`src/rtl/gr_bi_pkg.sv`:
```
// Shared step-class encodings and Gray decode helper for the gr_bi decoder.
package gr_bi_pkg;

  localparam logic [1:0] DIR_HOLD = 2'b00;
  localparam logic [1:0] DIR_UP   = 2'b01;
  localparam logic [1:0] DIR_DOWN = 2'b10;
  localparam logic [1:0] DIR_ERR  = 2'b11;

  // Widest word the helper handles; narrower words are zero-extended, which
  // leaves the low bits of the prefix XOR unaffected.
  localparam int GR_MAX_W = 32;

  // Prefix XOR from the MSB down, done by log2 shift-and-XOR passes so the
  // depth is logarithmic rather than a W-long ripple chain.
  function automatic logic [GR_MAX_W-1:0] gray2bin(input logic [GR_MAX_W-1:0] gv);
    logic [GR_MAX_W-1:0] bv;
    bv = gv;
    for (int s = 1; s < GR_MAX_W; s = s * 2) begin
      bv = bv ^ (bv >> s);
    end
    return bv;
  endfunction

endpackage

```
`src/rtl/gr2bi_comb.sv`:
```
// Combinational Gray-to-binary converter, W bits wide (W <= GR_MAX_W).
module gr2bi_comb
  import gr_bi_pkg::*;
#(
  parameter int W = 4
) (
  input  logic [W-1:0] g,
  output logic [W-1:0] b
);

  // Zero-extend into the helper and keep only the low W result bits.
  always_comb begin
    b = W'(gray2bin(GR_MAX_W'(g)));
  end

endmodule

```
`src/rtl/gr_bi_dec.sv`:
```
// Two-stage Gray-to-binary decoder: S1 holds the converted word, S2 holds the
// classified output word. Valid/ready on both sides; S2 is the output register.
module gr_bi_dec
  import gr_bi_pkg::*;
#(
  parameter int W  = 4,
  parameter int CW = 8
) (
  input  logic          clk,
  input  logic          rst,
  input  logic          in_valid,
  output logic          in_ready,
  input  logic [W-1:0]  g,
  output logic          out_valid,
  input  logic          out_ready,
  output logic [W-1:0]  b,
  output logic [1:0]    dir,
  output logic          step_err,
  output logic [CW-1:0] err_cnt
);

  logic          s1_v;
  logic [W-1:0]  s1_b;
  logic [W-1:0]  conv_b;
  logic          s2_v;
  logic [W-1:0]  prev_b;
  logic          has_prev;
  logic          s1_load;
  logic          s2_load;
  logic [W-1:0]  diff;
  logic [1:0]    cls;

  gr2bi_comb #(.W(W)) u_conv (
    .g (g),
    .b (conv_b)
  );

  // S2 takes S1's word whenever S2 is empty or its word is leaving this cycle.
  assign s2_load   = s1_v && (!s2_v || out_ready);
  assign in_ready  = !s1_v || !s2_v || out_ready;
  assign s1_load   = in_valid && in_ready;
  assign out_valid = s2_v;
  assign diff      = s1_b - prev_b;

  // Classify the S1 word against the last word that entered S2 (mod 2^W).
  always_comb begin
    cls = DIR_ERR;
    if (!has_prev) begin
      cls = DIR_HOLD;
    end else if (diff == '0) begin
      cls = DIR_HOLD;
    end else if (diff == W'(1)) begin
      cls = DIR_UP;
    end else if (diff == '1) begin
      cls = DIR_DOWN;
    end
  end

  // S1 register: new word when accepted, otherwise empties as its word moves on.
  always_ff @(posedge clk) begin
    if (rst) begin
      s1_v <= 1'b0;
      s1_b <= '0;
    end else if (s1_load) begin
      s1_v <= 1'b1;
      s1_b <= conv_b;
    end else if (s2_load) begin
      s1_v <= 1'b0;
    end
  end

  // S2 register plus step history and error counter; all move only on S2 load.
  always_ff @(posedge clk) begin
    if (rst) begin
      s2_v     <= 1'b0;
      b        <= '0;
      dir      <= DIR_HOLD;
      step_err <= 1'b0;
      prev_b   <= '0;
      has_prev <= 1'b0;
      err_cnt  <= '0;
    end else if (s2_load) begin
      s2_v     <= 1'b1;
      b        <= s1_b;
      dir      <= cls;
      step_err <= (cls == DIR_ERR);
      prev_b   <= s1_b;
      has_prev <= 1'b1;
      if ((cls == DIR_ERR) && (err_cnt != '1)) begin
        err_cnt <= err_cnt + CW'(1);
      end
    end else if (out_ready) begin
      s2_v <= 1'b0;
    end
  end

endmodule

```
`config.mk`:
```
export PLATFORM = sky130hd
export DESIGN_NAME = gr_bi_dec
export DESIGN_NICKNAME = d
export VERILOG_FILES = /design/src/rtl/gr_bi_pkg.sv /design/src/rtl/gr2bi_comb.sv /design/src/rtl/gr_bi_dec.sv
export SDC_FILE = /design/constraint.sdc
export NUM_CORES = 1
export LEC_CHECK = 0
export ABC_CLOCK_PERIOD_IN_PS = 5800
export BUFFER_PORTS_ARGS = -buffer_cell sky130_fd_sc_hd__clkbuf_2
export CAP_MARGIN = 20
export CORE_ASPECT_RATIO = 0.7
export CORE_MARGIN = 3
export CORE_UTILIZATION = 30
export CTS_CLUSTER_SIZE = 25
export DETAILED_ROUTE_END_ITERATION = 10
export GPL_TIMING_DRIVEN = 0
export PLACE_DENSITY = 0.58
export SLEW_MARGIN = 15
export SYNTH_ARGS = -nofsm -noshare
export SYNTH_HDL_FRONTEND = slang
export SYNTH_HIERARCHICAL = 1
export SYNTH_SLANG_ARGS = --single-unit
```
`constraint.sdc`:
```
create_clock -name clk -period 5.8 [get_ports clk]
set_clock_uncertainty 0.05 [all_clocks]
set_input_delay 0.58 -clock clk [delete_from_list [all_inputs] [get_ports clk]]
set_output_delay 0.58 -clock clk [all_outputs]
set_load 0.02 [all_outputs]
```
* After elaboration in Yosys (flattened, before gate mapping)
Index checks and enable logic that the tools add are counted.
** Operators by class
- $add $sub $neg :: 2
- Muxes and demuxes :: 8
- Reduce and logical (&&, ||, !) cells :: 12
- $mul :: 0
- Equal/unequal tests :: 4
- Divide/modulo/power cells :: 0
- Shifts and indexed selects :: 0
- Bitwise logic cells :: 5
- Magnitude comparators :: 0
** Operator list (count)
- XOR 20 bit (second input constant) :: 1
- adder 8 x 1 -> 8 bit (second input constant) :: 1
- != test 8 bit (second input constant) :: 1
- two-way mux 2 bit :: 3
- two-way mux 1 bit :: 5
- equality test 4 x 1 -> 1 bit (second input constant) :: 1
- equality test 4 bit (second input constant) :: 1
- logical NOT 4 bit :: 1
- nonzero test 2 bit :: 2
- subtractor 4 bit :: 1
- XOR 4 x 1 -> 4 bit (second input constant) :: 1
- XOR 4 x 2 -> 4 bit :: 1
- XOR 4 x 3 -> 4 bit :: 1
- XOR 4 bit :: 1
- logical AND 1 bit :: 3
- logical OR 1 bit :: 3
- equality test 2 bit (second input constant) :: 1
- logical NOT 1 bit :: 2
- AND reduction 2 bit :: 1
** Storage, ports and cells
- Memory bits (writable) :: 0
- Flip-flop bits (word level) :: 22
- Bits of input ports :: 8
- Memories :: 0
- Bits in read-only memories :: 0
- Bits in latches :: 0

* Depth between registers and ports, before layout
Gate-level depths: netlist (run 1).
- Depth after elaboration :: 9
- Depth in mapped cells :: 9
- Gate-level depth less buffers :: 8

* Modules after synthesis
The synthesis (run 1) kept the hierarchy.
** By module, submodules not included
- gr_bi_dec :: area an instance 1107.3 um^2, cells each 129, times used 1, seq. area each 440.4 um^2
- gr2bi_comb :: area an instance 50.0 um^2, cells each 5, times used 1, seq. area each 0.0 um^2

* Worst setup path before layout (run 1)
No wires, ideal clock.
- Kind :: register to register
- Start :: register prev_b[0]
- End :: register err_cnt[3]
- Cell stages (with the launch flop) :: 9
- Setup slack :: 3.443 ns
- Data required time :: 5.629 ns
- Data arrival time :: 2.186 ns
- Period minus slack after synthesis :: 2.357 ns
- Cells stage by stage :: dfxtp_1 > ha_1 > fa_1 > xor2_1 > nor3_1 > a31o_2 > buf_6 > nor4_1 > mux2_2
** Between the ends
- Longest elaborated chain between the ends :: 9
- Elaborated cells between the ends (all ways) :: 11
** Ends and longest elaborated chain
- start: declaration :: RTL line gr_bi_dec.sv:26 : logic [W-1:0] prev_b;
- start signal: assignment :: RTL line gr_bi_dec.sv:79 : prev_b <= '0;
- start signal: assignment :: RTL line gr_bi_dec.sv:87 : prev_b <= s1_b;
- subtractor 4 bit (*) :: RTL line gr_bi_dec.sv:43 : assign diff = s1_b - prev_b;
- equality test 4 bit :: RTL line gr_bi_dec.sv:54 : end else if (diff == '1) begin
- two-way mux 1 bit :: RTL line gr_bi_dec.sv:54
- two-way mux 2 bit :: RTL line gr_bi_dec.sv:52 : end else if (diff == W'(1)) begin
- two-way mux 2 bit (*) :: RTL line gr_bi_dec.sv:50 : end else if (diff == '0) begin
- two-way mux 2 bit (*) :: RTL line gr_bi_dec.sv:48 : if (!has_prev) begin
- equality test 2 bit (*) :: RTL line gr_bi_dec.sv:89 : if ((cls == DIR_ERR) && (err_cnt != '1)) begin
- logical AND 1 bit (*) :: RTL line gr_bi_dec.sv:89
- AND reduction 2 bit (no line) (*)
- end signal: assignment :: RTL line gr_bi_dec.sv:90 : err_cnt <= err_cnt + CW'(1);
- end: declaration :: RTL line gr_bi_dec.sv:19 : output logic [CW-1:0] err_cnt
Mark *: on every way between the ends. The rest lies on a longest branch, timed or not.
A chain may end at the register's enable or synchronous reset.

* Worst setup path in the final report (run 1)
- Start :: register s1_b[0]
- End :: register err_cnt[4]
** Between the ends
- Longest elaborated chain between the ends :: 9
- Elaborated cells between the ends (all ways) :: 11
** Ends and longest elaborated chain
- start: declaration :: RTL line gr_bi_dec.sv:23 : logic [W-1:0] s1_b;
- start signal: assignment :: RTL line gr_bi_dec.sv:66 : s1_b <= conv_b;
- subtractor 4 bit (*) :: RTL line gr_bi_dec.sv:43
- equality test 4 bit :: RTL line gr_bi_dec.sv:54
- two-way mux 1 bit :: RTL line gr_bi_dec.sv:54
- two-way mux 2 bit :: RTL line gr_bi_dec.sv:52
- two-way mux 2 bit (*) :: RTL line gr_bi_dec.sv:50
- two-way mux 2 bit (*) :: RTL line gr_bi_dec.sv:48
- equality test 2 bit (*) :: RTL line gr_bi_dec.sv:89
- logical AND 1 bit (*) :: RTL line gr_bi_dec.sv:89
- AND reduction 2 bit (no line) (*)
Marks and branches as above.

==> results of run 1 <==
## where the power goes
part | switching (mW) | leakage (nW) | internal, mW
clock | 0.0501 | 0.0357 | 0.0922
combinational | 0.0321 | 0.361 | 0.0199
sequential | 0.00385 | 0.179 | 0.156
## final cells by class
cell class	instances	area (um2)	share of cell area
Multi-Input combinational cell	99	647	0.460
Sequential cell	22	440	0.313
Inverter	5	18.8	0.0133
Timing Repair Buffer	23	115	0.0819
Tap cell	50	62.6	0.0445
Clock inverter	1	30.0	0.0214
Clock buffer	3	41.3	0.0294
Buffer	8	51.3	0.0365
## worst max-delay path: cells and delay by family, from the launching register on
kind	cells	cell delay, ps
flip-flops	1	360
adder cells (fa/ha/maj)	2	580
multiplexers	1	380
buffers and inverters	2	190
AO/OA/AOI/OAI	1	270
AND/OR/NAND/NOR	2	350
XOR/XNOR	1	210
## registers in the layout, summed over array words and instances (netlist names)
name       cells
prev_b         4
err_cnt        8
out_valid      1
s1_b           4
s1_v           1
dir            2
step_err       1
has_prev       1
## worst paths after layout
kind	start	endpoint	slack (ps)
setup reg to reg	s1_b[0]	err_cnt[4]	3310
hold reg to reg	dir[0]	dir[0]	420
hold / removal	dir[0]	dir[0]	420
setup / recovery	s1_b[0]	err_cnt[4]	3310
## through the flow
step | power [mW] | cell area, um2
6_report | 0.354 | 1410
5_1_grt | 0.370 | 1410
4_1_cts | 0.356 | 1410
3_5_place_dp | 0.215 | 1340
3_3_place_gp | 0.214 | 1340
2_1_floorplan | 0.201 | 1160
## per-layer routing
metal	global-route usage	wire length (um)
met1	0.172	1230
met2	0.179	1230
met3	0.0357	85
met4	0.0217	22
met5	0	0
## kinds of logic (layout without fill, tap and decap cells)
family	Yosys count	count (layout)	synth area share
compound gates	24	24	0.128
xor+xnor	6	6	0.0519
fa+ha+maj	5	5	0.0605
buf+inv	13	40	0.0605
flops	22	22	0.381
mux	5	5	0.0486
simple gates	59	59	0.270
## cell usage in the layout, fill, tap and decap left out, drive strengths merged, types with 3 or more instances in the layout
master	synthesis	layout
a21oi	15	15
ha	4	4
nor2b	6	6
nand2	13	13
buf	5	5
dfxtp	22	22
inv	5	5
xor2	4	4
clkbuf	3	29
mux2	5	5
nor2	11	11
nor4	5	5
and3	3	3
nand3	15	15
==> impl_results.md, run 1 <==
* Clock Tree Buf Depth at 2
* Post-synth top area cell: dfxtp_1
* Status: finished, final reports clean
* Final worst setup slack at 3310 ps
* Yosys top cell area share at 0.381
* Drt wl/cell at 12.1 um
* Cell Rows at 18
* Crit Path Category: flop to flop
* Mapped Nets at 147
* Antenna cells at 0
* Gate count of the mapped netlist at 134
* Max-cap violation count at 0
* Avg Cell Area, Syn at 8.64 um2
* I/O Pins at 25
* Fraction of layout cells with a size suffix above 1 at 0.261
* Setup WS pre-CTS at 3330 ps
* Vias per std cell at 4.88
* RSZ-0062 raised after global routing: no
* Worst-Skew Late Latency at 260 ps
* Hold depth at 2
* Critical path fanouts, max at 10
* DRC viols at 0
* Clock Sinks at 22
* GRT overflow at 0
* CP Cell Sequence: inv_1, ha_1, fa_1, xor2_1, nor3_1, a31o_2, buf_6, nor4_1, mux2_2
* GRT Resource Usage Total at 0.120
* # port buffers at 23
* Core region area at 0.00360 mm2
* Synthesis warning total at 6
* Antenna Violating Nets Remaining at 0
* Placed instance count at 207
* Fmax at 401 MHz
* Vias in the first global route at 930
* H-tree depth at 1
* Most common cell in the netlist: dfxtp_1
* Final hold vios at 0
* Die span in x at 80.2 um
* Kind of start point of the critical path: flop
* Final WL at 2560 um
* CP arrival at 2600 ps
* Hold_ws at 421 ps
* # resized after CTS at 0
* Drt pass-1 iters at 4
* Root Buffer: clkbuf_8
* Hold Path Class: flop to flop
* Synth area leaders: dfxtp_1 38%, a21oi_1 6.5%, nand3_1 6.5%
* Rel. slew slack at 0.672
* VDD IR max at 0.151 mV
* Netlist cell types at 31
* Layout Nets at 175
* CTS tree: done
* Tcrit/Tclk final at 0.430
* Required @ worst endpoint at 5910 ps
* P per Cell Area at 252 mW/mm2
* Final setup vio count at 0
* Post-CTS Setup Repair Bufs at 0
* Hold-fix buffers, CTS at 0
* Post-synth ARST share at 0
* Slowest stage delay, CP at 380 ps
* Final Wtd Congestion at 0.796
* CP max stage cell: fa_1
* Worst-Margin Slew at 492 ps
* Syn Std Cell Area at 0.00116 mm2
* Detailed Route Iter0 Violations at 76
* Post-synth EDFFs at 0
* Clock Pin Slew Worst Setup and Hold Paths at 80 ps
* Starting Density at 0.321
* Via count at 1,030
* Initial antenna violation count at 0
* Final Max Tran Viols at 0
* Flops & latches, synth at 22
* DP Wirelength at 1970 um
* Critical Path Sink Type: flop
* Leakage Power at 0.576 nW
* Top post-synthesis cells by count: 22 x dfxtp_1, 15 x a21oi_1, 15 x nand3_1, 13 x nand2_1, 11 x nor2_1
* R2R cell count at 9
* Fin cells at 211
* Die area at 0.00465 mm2
* Num CTS Buffers at 3
* Ys flop type: dfxtp_1
* Seq/Total Area, Yosys at 0.381
* Post-route minimum period at 2490 ps
* Pin count of the biggest net entering global routing at 14
* First-pass GRT wire length at 4460 um
* Area growth from synthesis to layout at 21.5%
* Filler instances at 388
* Die height at 58.0 um
* Fin util at 0.390
* Sum Neg Setup Slack at 0 ps
No activity file was read; power rests on OpenSTA's default activity.
==> run 2, diff against run 1 <==
--- a/config.mk
+++ b/config.mk
@@ -5,7 +5,8 @@
 export SDC_FILE = /design/constraint.sdc
 export NUM_CORES = 1
 export LEC_CHECK = 0
-export ABC_CLOCK_PERIOD_IN_PS = 5800
+export ABC_AREA = 1
+export ABC_CLOCK_PERIOD_IN_PS = 2200
 export BUFFER_PORTS_ARGS = -buffer_cell sky130_fd_sc_hd__clkbuf_2
 export CAP_MARGIN = 20
 export CORE_ASPECT_RATIO = 0.7
@@ -14,7 +15,7 @@
 export CTS_CLUSTER_SIZE = 25
 export DETAILED_ROUTE_END_ITERATION = 10
 export GPL_TIMING_DRIVEN = 0
-export PLACE_DENSITY = 0.58
+export PLACE_DENSITY = 0.6
 export SLEW_MARGIN = 15
 export SYNTH_ARGS = -nofsm -noshare
 export SYNTH_HDL_FRONTEND = slang
==> constraint.sdc (replaced) <==
create_clock -name clk -period 2.2 [get_ports clk]
set_clock_uncertainty 0.05 [all_clocks]
set_input_delay 0.22 -clock clk [delete_from_list [all_inputs] [get_ports clk]]
set_output_delay 0.22 -clock clk [all_outputs]
set_load 0.02 [all_outputs]
==> run 2 against run 1 <==
  * Via count up 4.1%
  * Final area up 7.6%
  * Sequential power rose to 2.7 times the previous value
  * Global-route usage down 0.71 points
  * Synthesized cell count up 21%
  * Largest power group unchanged
==> impl_results.md, run 2 <==
* Synth Area in XOR/XNOR at 0.0586 (+0.00669)
* Max-cap violation count at 0 (unchanged)
* Syn Std Cell Area at 0.00120 mm2 (+3.4%)
* Avg Cell Area, Syn at 7.38 um2 (-15%)
* Sw Ratio at 0.264 (+0.0209)
* FF+latch area at 442 um2 (+0.28%)
* Post-synth top area cell: dfxtp_1
* Area growth from synthesis to layout at 26.5%
* Mapped Nets at 175 (+19%)
* Clock Sinks at 22 (unchanged)
* Ys flop type: dfxtp_1
* Comb power frac at 0.187 (+0.040)
* CP arrival at 2170 ps (-430 ps)
* Top post-synthesis cells by count: 39 x nand2_1, 22 x dfxtp_1, 21 x inv_1, 19 x a21oi_1, 12 x nor2_1
* Fraction of layout cells with a size suffix above 1 at 0.272 (+0.0114)
* Gate count of the mapped netlist at 162 (+21%)
* Root Buffer: clkbuf_8
* Worst-Margin Slew at 539 ps (+46.8 ps)
* Final WL at 2600 um (+1.5%)
* Die area at 0.00479 mm2 (+3.1%)
* Synth area leaders: dfxtp_1 37%, nand2_1 12%, a21oi_1 7.9%
* Clk pwr share at 0.378 (-0.024)
* Sequential power share at 0.435 (-0.016)
* GRT overflow at 0 (unchanged)
* Status: finished, final reports clean
* Post-synthesis adder-cell area fraction at 0.0586 (-0.00196)
* DP Wirelength at 1910 um (-2.7%)
* Layout Nets at 205 (+17%)
* Post-CTS Setup Repair Bufs at 0 (unchanged)
* CTS tree: done
* Tcrit/Tclk final at 0.948 (+0.519)
* VDD IR max at 0.266 mV (+76%)
* Pin count of the biggest net entering global routing at 14 (unchanged)
* Combined area of the multi-input logic cells at 719 um2 (+11%)
* Hold Path Class: primary input to flop
* Final hold vios at 0 (unchanged)
* Synth Area in Compound Gates at 0.124 (-0.00309)
* I/O Pins at 25 (unchanged)
* Internal cell power at 0.725 mW (+170%)
* Drt pass-1 iters at 4 (unchanged)
* Leakage Power at 0.670 nW (+16%)
* Commonest non-fill, non-tap cell in the layout: nand2_1
* Via count at 1,072 (+4.1%)
* Largest register FFs at 8 (unchanged)
* DRC viols at 0 (unchanged)
* Initial antenna violation count at 0 (unchanged)
* Post-route minimum period at 2090 ps (-406 ps)
* Rel. slew slack at 0.641 (-0.0312)
* Crit Path Category: flop to flop
* Drt wl/cell at 10.8 um (-11%)
* Final worst setup slack at 114 ps (-3190 ps)
* Vias in the first global route at 918 (-1.3%)
* Critical path fanouts, max at 11 (+1)
* Die span in x at 81.5 um (+1.5%)
* Antenna cells at 0 (unchanged)
* Final Max Tran Viols at 0 (unchanged)
* Setup WS pre-CTS at 45.9 ps (-3290 ps)
* Antenna Violating Nets Remaining at 0 (unchanged)
* Critical Path Sink Type: flop
* Num CTS Buffers at 3 (unchanged)
* Synthesis warning total at 6 (unchanged)
* Seq/Total Area, Yosys at 0.368 (-0.0123)
* Clock Pin Slew Worst Setup and Hold Paths at 80 ps (about the same)
* Most frequent cells in the layout: 39 x nand2_1, 24 x clkbuf_2, 21 x dfxtp_1, 20 x inv_1, 14 x a21oi_1
* Hold-fix buffers, CTS at 0 (unchanged)
* GRT Resource Usage Total at 0.112 (-0.00710)
* Area share of and/or/nand/nor cells after synthesis at 0.309 (+0.0383)
* Top reg by flops: err_cnt
* Combinational family with the most area after synthesis: simple AND/OR/NAND/NOR gates
* Placed instance count at 236 (+14%)
* Clock Tree Buf Depth at 2 (unchanged)
* H-tree depth at 1 (unchanged)
* Detailed Route Iter0 Violations at 64 (-16%)
* Most common cell in the netlist: nand2_1
* Fmax at 479 MHz (+19%)
* P per Cell Area at 651 mW/mm2 (+160%)
* Final setup vio count at 0 (unchanged)
* Required @ worst endpoint at 2280 ps (-3630 ps)
* Core region area at 0.00367 mm2 (+1.9%)
* Kind of start point of the critical path: flop
* Top flop regs: err_cnt x8, prev_b x4, s1_b x4
* Cell Rows at 18 (unchanged)
* # port buffers at 24 (+4.3%)
* Post-synth EDFFs at 0 (unchanged)
* Starting Density at 0.326 (+0.00465)
* First-pass GRT wire length at 4120 um (-7.6%)
* Flops & latches, synth at 22 (unchanged)
* Fin cells at 241 (+14%)
* Vias per std cell at 4.45 (-8.9%)
* Die height at 58.8 um (+1.5%)
* Worst-Skew Late Latency at 260 ps (about the same)
* Yosys top cell area share at 0.368 (-0.0123)
* Netlist cell types at 24 (-23%)
* Psw at 0.260 mW (+200%)
* Post-synth ARST share at 0 (unchanged)
* Filler instances at 396 (+2.1%)
* Final Wtd Congestion at 0.818 (+2.8%)
* Mux share of post-synthesis cell area at 0 (-0.0486)
run 2: cell types whose count changed after synthesis, moves of 3 or more:
cell | previous run | this run
nand3_1 | 15 | 4
inv_1 | 5 | 21
nand3_2 | 0 | 3
nand2_1 | 13 | 39
nor2b_1 | 6 | 0
nand4_1 | 0 | 7
mux2_2 | 5 | 0
a21oi_1 | 15 | 19
o21ai_0 | 0 | 9
and3_4 | 3 | 0
nor4_1 | 5 | 0
run 2: per-stage QoR:
stage / total power, mW / TNS, ps / cell area [um2] / hold slack, ps / util
2_1_floorplan: 0.566 / 0 / 1200 / 239 / -
3_3_place_gp: 0.606 / 0 / 1380 / 388 / 0.376
3_5_place_dp: 0.607 / 0 / 1380 / 392 / 0.376
6_report: 0.984 / 0 / 1510 / 121 / 0.412
4_1_cts: 0.983 / 0 / 1450 / 111 / 0.395
5_1_grt: 1.04 / -44.3 / 1510 / 121 / 0.412
run 2: final cells by class:
cell class / instances / area share
flip-flops and latches: 22 / 0.292
multi-input cells: 116 / 0.476
repair buffers: 24 / 0.0794
clock buffers: 3 / 0.0273
clock inverters: 1 / 0.0199
well taps: 50 / 0.0414
plain buffers: 3 / 0.00993
inverters: 22 / 0.0546
run 2: power groups by stage:
stage	Clock [mW]	Combinational, mW	Sequential (mW)
after floorplan	0	0.122	0.444
after global placement	0	0.170	0.436
after detailed placement	0	0.171	0.436
after CTS	0.385	0.171	0.427
after global routing	0.399	0.210	0.430
final	0.372	0.184	0.428
run 2: cell families after synthesis:
group           count (synthesis)
simple gates                   73
flops                          22
xor+xnor                        8
fa+ha+maj                       5
compound gates                 29
buf+inv                        25
run 2: worst max-delay path: stages, from the launching register on:
cell	delay, ps
dfxtp_1	330
inv_2	60
ha_4	160
fa_1	440
xor2_2	240
nor2_2	60
nand3_2	90
nand2_4	60
nor2_8	200
nand3_4	130
nand2_1	100
a21oi_2	50
run 2: timing repair:
action	CTS	global route
endpoints found under the setup margin	0	8
resized for setup	0	13
hold endpoints to repair	0	0
run 2: worst paths after layout:
path                      to  startpoint  slack (ps)  depth (start not counted)
setup / recovery  err_cnt[4]     s1_b[0]         110                         11
hold / removal    err_cnt[5]         rst         120                          2
setup reg to reg  err_cnt[4]     s1_b[0]         110                         11
hold reg to reg     step_err    step_err         420                          2
run 2: metal layers:
metal / vias up / global-route usage / share of wire
li1: 582 / - / -
met1: 472 / 0.166 / 0.54
met2: 16 / 0.155 / 0.41
met3: 2 / 0.0367 / 0.038
met4: 0 / 0.0289 / 0.0065
met5: - / 0 / 0
==> run 3, diff against run 2 <==
--- a/config.mk
+++ b/config.mk
@@ -12,10 +12,10 @@
 export CORE_ASPECT_RATIO = 0.7
 export CORE_MARGIN = 3
 export CORE_UTILIZATION = 30
-export CTS_CLUSTER_SIZE = 25
+export CTS_BUF_LIST = sky130_fd_sc_hd__clkbuf_4 sky130_fd_sc_hd__clkbuf_8 sky130_fd_sc_hd__clkbuf_16
 export DETAILED_ROUTE_END_ITERATION = 10
 export GPL_TIMING_DRIVEN = 0
-export PLACE_DENSITY = 0.6
+export PLACE_DENSITY = 0.58
 export SLEW_MARGIN = 15
 export SYNTH_ARGS = -nofsm -noshare
 export SYNTH_HDL_FRONTEND = slang
==> run 3 against run 2 <==
  * Sequential share of layout area shrank 0.27 points
  * First-iteration DRC count fell by 14%
  * Core utilization up 0.27 points
  * Global-route usage increased by 0.18 points
  * Clock power increased by 3%
  * Fmax down 1.2%
  * Non-clock buffer count increased by 1
  * Final area rose by 0.66%
  * Critical path depth unchanged
  * Clock-buffer cell count did not move
  * Total power grew 2.6%
  * Sequential power hardly changed
  * Critical endpoint is now err_cnt[2]
  * Largest cell class unchanged
  * Largest power group unchanged
==> impl_results.md, run 3 (same netlist as run 2, synthesis figures left out) <==
* Starting Density at 0.326 (unchanged)
* Antenna Violating Nets Remaining at 0 (unchanged)
* Layout Nets at 207 (+0.98%)
* Cell Rows at 18 (unchanged)
* Top reg by flops: err_cnt
* Hold depth at 2 (unchanged)
* Post-route minimum period at 2110 ps (+25.0 ps)
* Detailed Route Iter0 Violations at 55 (-14%)
* Worst-Margin Slew at 541 ps (+2.17 ps)
* Die area at 0.00479 mm2 (unchanged)
* Vias per std cell at 4.42 (-0.55%)
* Die span in x at 81.5 um (unchanged)
* Drt wl/cell at 11.0 um (+2.5%)
* VDD IR max at 0.370 mV (+39%)
* Hold-fix buffers, CTS at 0 (unchanged)
* Crit Path Category: flop to flop
* Worst-Skew Late Latency at 270 ps (about the same)
* Area growth from synthesis to layout at 27.3%
* Post-DP Area at 0.00138 mm2 (unchanged)
* R2R cell count at 11 (unchanged)
* Via count at 1,075 (+0.28%)
* GRT overflow at 0 (unchanged)
* Placed instance count at 236 (unchanged)
* Num CTS Buffers at 3 (unchanged)
* Fraction of layout cells with a size suffix above 1 at 0.249 (-0.0235)
* Final Max Tran Viols at 0 (unchanged)
* Status: finished, final reports clean
* CP arrival at 2260 ps (+90 ps)
* Commonest non-fill, non-tap cell in the layout: nand2_1
* Fmax at 474 MHz (-1.2%)
* Slowest stage delay, CP at 490 ps (+50 ps)
* Rel. slew slack at 0.639 (-0.00144)
* Top flop regs: err_cnt x8, prev_b x4, s1_b x4
* Leakage Power at 0.678 nW (+1.1%)
* Die height at 58.8 um (unchanged)
* Fin cells at 243 (+0.83%)
* DRC viols at 0 (unchanged)
* First-pass GRT wire length at 4260 um (+3.5%)
* Clock Pin Slew Worst Setup and Hold Paths at 80 ps (about the same)
* I/O Pins at 25 (unchanged)
* Final setup vio count at 0 (unchanged)
* Clock Sinks at 22 (unchanged)
* Critical path fanouts, max at 6 (-5)
* CP Cell Sequence: inv_1, ha_4, fa_1, or2_4, nor2_4, nand3_2, nand2_4, nor2_8, nand3_4, nand2_1, a21oi_2
* H-tree depth at 1 (unchanged)
* CTS tree: done
* Final Wtd Congestion at 0.804 (-1.7%)
* P per Cell Area at 663 mW/mm2 (+1.9%)
* # port buffers at 24 (unchanged)
* Initial antenna violation count at 0 (unchanged)
* Pin count of the biggest net entering global routing at 14 (unchanged)
* Sum Neg Setup Slack at 0 ps (unchanged)
* Antenna cells at 0 (unchanged)
* Largest register FFs at 8 (unchanged)
* DP Wirelength at 1890 um (-1.3%)
* Required @ worst endpoint at 2350 ps (+70 ps)
* Final WL at 2690 um (+3.3%)
* Power Total at 1.01 mW (+2.6%)
* Kind of start point of the critical path: flop
* Final hold vios at 0 (unchanged)
* Hold Path Class: primary input to flop
* Core region area at 0.00367 mm2 (unchanged)
* Tcrit/Tclk final at 0.960 (+0.0114)
* GRT Resource Usage Total at 0.114 (+0.00176)
* Critical Path Sink Type: flop
* Root Buffer: clkbuf_8
* CP max stage cell: fa_1
* Vias in the first global route at 909 (-0.98%)
* Drt pass-1 iters at 4 (unchanged)
* Clock Tree Buf Depth at 2 (unchanged)
* Max-cap violation count at 0 (unchanged)
* Post-route cell area at 0.00152 mm2 (+0.66%)
* Most frequent cells in the layout: 39 x nand2_1, 24 x clkbuf_2, 22 x dfxtp_1, 21 x inv_1, 18 x a21oi_1
==> run 3: cell types whose count changed in the layout (fill, tap and decap cells not counted) <==
cell,previous run,this run
dfxtp_2,1,0
nor2_2,1,0
buf_4,1,2
a21oi_2,6,2
dfxtp_1,21,22
inv_2,2,0
inv_1,20,21
inv_4,0,1
nor2_4,1,3
a21oi_1,14,18
==> run 3: routing by layer <==
metal  GRT usage  wire length (um)  vias to the layer above
li1            -                 -                      586
met1       0.180              1490                      470
met2       0.145              1070                       17
met3      0.0398               112                        2
met4      0.0241                19                        0
met5           0                 0                        -
==> run 3: repair_timing <==
| item | in CTS | in global routing |
|---|---|---|
| hold endpoints to repair | 0 | 0 |
| setup buffers | 0 | 1 |
| gates resized for setup | 0 | 9 |
| setup endpoints to repair | 0 | 9 |
==> run 3: cell type report <==
type	count	area [um2]
Fill cell	390	2150
Multi-Input combinational cell	117	721
Sequential cell	22	440
Timing Repair Buffer	25	128
Inverter	22	85.1
Tap cell	50	62.6
Clock buffer	3	41.3
Clock inverter	1	30.0
Buffer	3	15.0
==> run 3: metrics by stage <==
| stage | util | hold WS (ps) | worst slack [ps] |
|---|---|---|---|
| after floorplan | - | 239 | 96.0 |
| after global placement | 0.376 | 390 | 85.4 |
| after detailed placement | 0.376 | 395 | 54.0 |
| after CTS | 0.395 | 112 | 36.5 |
| after global routing | 0.415 | 102 | -37.2 |
| final | 0.415 | 109 | 88.6 |
==> run 3: final timing paths <==
kind / from / end / slack [ps]
max: s1_b[0] / err_cnt[2] / 90
max reg2reg: s1_b[0] / err_cnt[2] / 90
min: rst / err_cnt[5] / 110
min reg2reg: step_err / step_err / 430
==> run 3: critical path, delay by kind of cell, from the launching register on <==
family                   cells  cell delay, ps
flip-flops                   1             310
AO/OA/AOI/OAI                1             130
adder cells (fa/ha/maj)      2             660
AND/OR/NAND/NOR              7             810
buffers and inverters        1              80
==> run 3: power breakdown <==
part	internal (mW)	switching, mW	leakage [nW]
clock	0.243	0.138	0.0357
combinational	0.0736	0.127	0.462
sequential	0.415	0.0126	0.180
total	0.732	0.279	0.678
